[src/rtl/dev_dumper.sv]
// Streams a block of RAM to a character pipe as uppercase hex text,
// LINE_BYTES bytes per line, each line terminated by a single 0x0A.
module dev_dumper #(
    parameter int ADDR_W     = 16,
    parameter int LEN_W      = 16,
    parameter int LINE_BYTES = 16
) (
    input  logic              clk,
    input  logic              rst,
    input  logic              start,
    input  logic [ADDR_W-1:0] start_addr,
    input  logic [LEN_W-1:0]  len,
    output logic [ADDR_W-1:0] ram_addr,
    input  logic [7:0]        ram_data_out,
    output logic [7:0]        tx_data,
    output logic              tx_push_back,
    input  logic              tx_full,
    output logic              busy,
    output logic              done
);

    localparam int                LINE_W    = $clog2(LINE_BYTES + 1);
    localparam logic [LINE_W-1:0] LINE_FULL = LINE_W'(LINE_BYTES);

    typedef enum logic [2:0] {IDLE, REQ, CAPT, HI, LO, NL, FIN} state_t;

    state_t            r_state;
    state_t            w_state_next;
    logic [ADDR_W-1:0] r_addr;
    logic [ADDR_W-1:0] w_addr_next;
    logic [LEN_W-1:0]  r_rem;
    logic [LEN_W-1:0]  w_rem_next;
    logic [LINE_W-1:0] r_line;
    logic [LINE_W-1:0] w_line_next;
    logic [7:0]        r_byte;
    logic [7:0]        w_byte_next;
    logic [7:0]        r_tx_data;
    logic [7:0]        w_tx_data_next;
    logic              r_push;
    logic              w_push_next;

    logic [ADDR_W-1:0] w_addr_inc;
    logic [LEN_W-1:0]  w_rem_dec;
    logic [LINE_W-1:0] w_line_inc;

    function automatic logic [7:0] f_hex(input logic [3:0] nib);
        if (nib < 4'd10) begin
            return 8'h30 + {4'h0, nib};
        end
        return 8'h37 + {4'h0, nib};
    endfunction

    assign w_addr_inc = r_addr + ADDR_W'(1);
    assign w_rem_dec  = r_rem - LEN_W'(1);
    assign w_line_inc = r_line + LINE_W'(1);

    always_ff @(posedge clk or negedge rst) begin
        if (!rst) begin
            r_state   <= IDLE;
            r_addr    <= '0;
            r_rem     <= '0;
            r_line    <= '0;
            r_byte    <= '0;
            r_tx_data <= '0;
            r_push    <= 1'b0;
        end else begin
            r_state   <= w_state_next;
            r_addr    <= w_addr_next;
            r_rem     <= w_rem_next;
            r_line    <= w_line_next;
            r_byte    <= w_byte_next;
            r_tx_data <= w_tx_data_next;
            r_push    <= w_push_next;
        end
    end

    // Each character is loaded into r_tx_data one cycle before its strobe;
    // the strobe cycle itself is what moves the FSM on to the next character.
    always_comb begin
        w_state_next   = r_state;
        w_addr_next    = r_addr;
        w_rem_next     = r_rem;
        w_line_next    = r_line;
        w_byte_next    = r_byte;
        w_tx_data_next = r_tx_data;
        w_push_next    = 1'b0;

        case (r_state)
            IDLE: begin
                if (start) begin
                    w_addr_next  = start_addr;
                    w_rem_next   = len;
                    w_line_next  = '0;
                    w_state_next = (len == '0) ? FIN : REQ;
                end
            end
            REQ: begin
                w_state_next = CAPT;
            end
            CAPT: begin
                w_byte_next    = ram_data_out;
                w_tx_data_next = f_hex(ram_data_out[7:4]);
                w_state_next   = HI;
            end
            HI: begin
                if (r_push) begin
                    w_tx_data_next = f_hex(r_byte[3:0]);
                    w_state_next   = LO;
                end else begin
                    w_tx_data_next = f_hex(r_byte[7:4]);
                    w_push_next    = !tx_full;
                end
            end
            LO: begin
                if (r_push) begin
                    w_addr_next = w_addr_inc;
                    w_rem_next  = w_rem_dec;
                    w_line_next = w_line_inc;
                    if ((w_line_inc == LINE_FULL) || (w_rem_dec == '0)) begin
                        w_tx_data_next = 8'h0A;
                        w_state_next   = NL;
                    end else begin
                        w_state_next = REQ;
                    end
                end else begin
                    w_push_next = !tx_full;
                end
            end
            NL: begin
                if (r_push) begin
                    w_line_next  = '0;
                    w_state_next = (r_rem == '0) ? FIN : REQ;
                end else begin
                    w_push_next = !tx_full;
                end
            end
            FIN: begin
                w_state_next = IDLE;
            end
            default: begin
                w_state_next = IDLE;
            end
        endcase
    end

    assign ram_addr     = r_addr;
    assign tx_data      = r_tx_data;
    assign tx_push_back = r_push;
    assign busy         = (r_state != IDLE);
    assign done         = (r_state == FIN);

endmodule

[config.mk]
export PLATFORM = sky130hd
export DESIGN_NAME = dev_dumper
export DESIGN_NICKNAME = d
export VERILOG_FILES = /design/src/rtl/dev_dumper.sv
export SDC_FILE = /design/constraint.sdc
export NUM_CORES = 1
export LEC_CHECK = 0
export ABC_AREA = 0
export CAP_MARGIN = 10
export CORE_MARGIN = 5
export CORE_UTILIZATION = 45
export CTS_CLUSTER_SIZE = 12
export DETAILED_ROUTE_END_ITERATION = 8
export PLACE_DENSITY = 0.71
export SYNTH_ARGS = -nofsm -noshare
export SYNTH_HDL_FRONTEND = slang
export SYNTH_SLANG_ARGS = --single-unit
[constraint.sdc]
create_clock -name clk -period 3.9 [get_ports clk]
set_clock_uncertainty 0.1 [all_clocks]
set_input_delay 0.585 -clock clk [delete_from_list [all_inputs] [get_ports clk]]
set_output_delay 0.585 -clock clk [all_outputs]
set_load 0.03 [all_outputs]
==> impl_metrics.tcl <==
set metrics [dict create \
    hp-class "in -> async" \
    worstRegToRegCells 7 \
    antenna_left 0 \
    ys_types 60 \
    cp_slowest_cell "or4b_2" \
    end_kind "flip-flop" \
    insertedDiodeCount 0 \
    io_buffers 69 \
    syn_nets 494 \
    avgSynthCellArea_sq_um 8.22 \
    syn_inst 443 \
    slew_headroom 0.335 \
    drc 0 \
    grt_pass1_wl_mm 16.2 \
    rsz0062_at_grt "no" \
    synthMuxAreaShare 0.0368 \
    cts_tree "built" \
    path_clk_slew_ns 0.11 \
    fin_nets 543 \
    grt_usage 0.196 \
    post_cts_buffers 0 \
    ys_seq_area_frac 0.385 \
    async_reset_ff_frac 1.00 \
    synth_top_family_by_area "compound AO/OA/AOI/OAI gates" \
    synthAdderAreaFrac 0.0240 \
    postCtsHoldBufs 0 \
    synth_compound_area_frac 0.281 \
    root_buffer "clkbuf_8" \
    grt_max_degree 62 \
    die_h_um 100 \
    synth-simple-area-share 0.213 \
    synth-seq-cells 56 \
    worstPathArrival_ns 2.98 \
    grt.overflow.total 0 \
    grt_pass1_vias 3448 \
    cap_viol_max_count 0 \
    max_stage_delay_ns 0.62 \
    synth_area_sq_um 3640 \
    area_growth_pct 22.8 \
    rows 32 \
    drv_slew 0 \
    cts_sinks 56 \
    crit_fanout 10 \
    finalSetupViolations 0 \
    preCtsSetupSlack_ns 1.04 \
    worstPathRequired_ns 4.01 \
    yosys.area_share.xor_xnor 0.00721 \
    drt-initial-drc-count 246 \
    gp_congestion 0.874 \
    finalCritPeriodShare 0.736 \
    hold_violations 0 \
    tns_ns 0 \
    r2r_start "r_rem[0]" \
    vias_per_cell 5.97 \
    initial_core_util 0.467 \
    antenna_found_initial 0 \
    io_pins 71 \
    power_density_nw_per_um2 755 \
    htreeDepth 2 \
    vdd_drop_max_uv 417 \
    layout_setup_ws_ns 1.03 \
    fmax_ghz 0.348 \
    yosys_warnings 0 \
    die_w_um 100 \
    synthFlopType "dfrtp_1" \
    clk_latency_ns 0.32 \
    cts_made_buffers 5 \
    critPathBufInv 1 \
    worst_pin_slew_ns 0.997 \
    core-area_sq_um 7810 \
    synth_edf_count 0 \
    wl_mm 9.78 \
    drt_pass1_iterations 4 \
    min_period_ns 2.87 \
    worstSetupPathType "reg -> reg" \
    drive_above_1_share 0.0730 \
    critical_path.cell_chain "inv_1 > ha_1 > or4b_2 > o32a_1 > o32a_2 > o31ai_4 > mux2_2" \
    r2r-end "tx_data[4]" \
    crit_family "compound AO/OA/AOI/OAI gates" \
    status "finished, final reports clean" \
    cts_resized 0 \
    cts_max_path_buffers 2 \
    p_leak_nw 1.68 \
    wl_per_cell_um 16.4 \
    start_kind "flip-flop" \
    rrSetupSlack_ns 1.03 \
    vias 3555 \
    die-area_sq_um 9990 \
    place_hpwl_mm 7.06 \
]
## worst max path at each step
stage               startpoint          to  slack (ns)  cells after the start
floorplan             r_rem[0]  tx_data[0]        1.12                      8
global placement      r_rem[0]  tx_data[6]        1.09                      7
detailed placement    r_rem[0]  tx_data[4]        1.04                      7
CTS                   r_rem[0]  tx_data[4]        1.02                      7
global route          r_rem[4]  tx_data[4]        0.87                      5
finish                r_rem[0]  tx_data[4]        1.03                      7
## cell usage after synthesis, types with 7 or more instances
master     count  area share
a21oi_1       57       0.078
a2bb2oi_1      7       0.017
a31oi_1        7       0.012
clkbuf_1      28       0.029
dfrtp_1       56        0.38
ha_1           7       0.024
inv_1         16       0.016
mux2_2        11       0.034
nand2_1       43       0.044
nand3_1       14       0.019
nor2_1        27       0.028
nor3_1        13       0.018
nor4_1        12       0.021
o21ai_0       43       0.059
o22ai_1       12       0.021
or3_1          7       0.012
## logic make-up after synthesis
kind of cell,Yosys count
multiplexers,12
buffers and inverters,47
AND/OR/NAND/NOR,152
flip-flops,56
adder cells (fa/ha/maj),7
XOR/XNOR,3
other,1
AO/OA/AOI/OAI,165
## per-stage QoR
| stage | hold WS [ns] | instances | utilization | area [sq um] | power, mW |
|---|---|---|---|---|---|
| global route | 0.199 | 595 | 0.573 | 4470 | 3.62 |
| floorplan | 0.189 | 443 | - | 3640 | 2.40 |
| CTS | 0.165 | 595 | 0.573 | 4470 | 3.38 |
| detailed placement | 0.399 | 587 | 0.559 | 4360 | 2.99 |
| finish | 0.151 | 595 | 0.573 | 4470 | 3.38 |
| global placement | 0.401 | 587 | 0.559 | 4360 | 2.93 |
## metal layers
layer / part of all wire / track usage / vias to the layer above
li1: - / - / 1756
met1: 0.45 / 0.253 / 1713
met2: 0.49 / 0.333 / 72
met3: 0.040 / 0.0368 / 14
met4: 0.017 / 0.0620 / 0
met5: 0 / 0 / -
## flip-flops by register name, indices dropped and copies added (netlist names)
name / cells
r_line: 5
tx_data: 7
ram_addr: 16
tx_push_back: 1
r_byte: 8
r_rem: 16
r_state: 3
## where the power goes
| part | total, mW | internal, mW | switching [mW] |
|---|---|---|---|
| logic | 1.71 | 0.780 | 0.934 |
| clock network | 0.391 | 0.191 | 0.200 |
| registers | 1.27 | 0.862 | 0.409 |
## layout make-up
class	instances	area [sq um]
fill	740	3330
inverter	16	60.1
timing repair buffer	73	716
clock buffer	5	68.8
multi-input combinational	340	2060
clock inverter	3	42.5
tap	102	128
sequential	56	1400
## cells in the final DEF, fill, tap and decap left out, types with 3 or more instances in the layout
master / instances
buf_4: 4
a2bb2oi_1: 7
nand2b_1: 4
clkbuf_8: 5
nand3_1: 14
o21bai_1: 3
a31oi_1: 7
o21ai_0: 43
dfrtp_1: 56
and4_1: 3
ha_1: 7
inv_1: 16
nand4_1: 5
nor2_1: 27
or2_2: 3
nand2_1: 43
and3_1: 4
o211ai_1: 3
nor3_1: 13
o32ai_1: 6
o22ai_1: 12
or4_1: 4
or3_1: 7
mux2_2: 11
a21oi_1: 57
clkdlybuf4s50_1: 68
xnor2_1: 3
nor4_1: 12
a211oi_1: 4
Power figures use the tool's default switching activity.
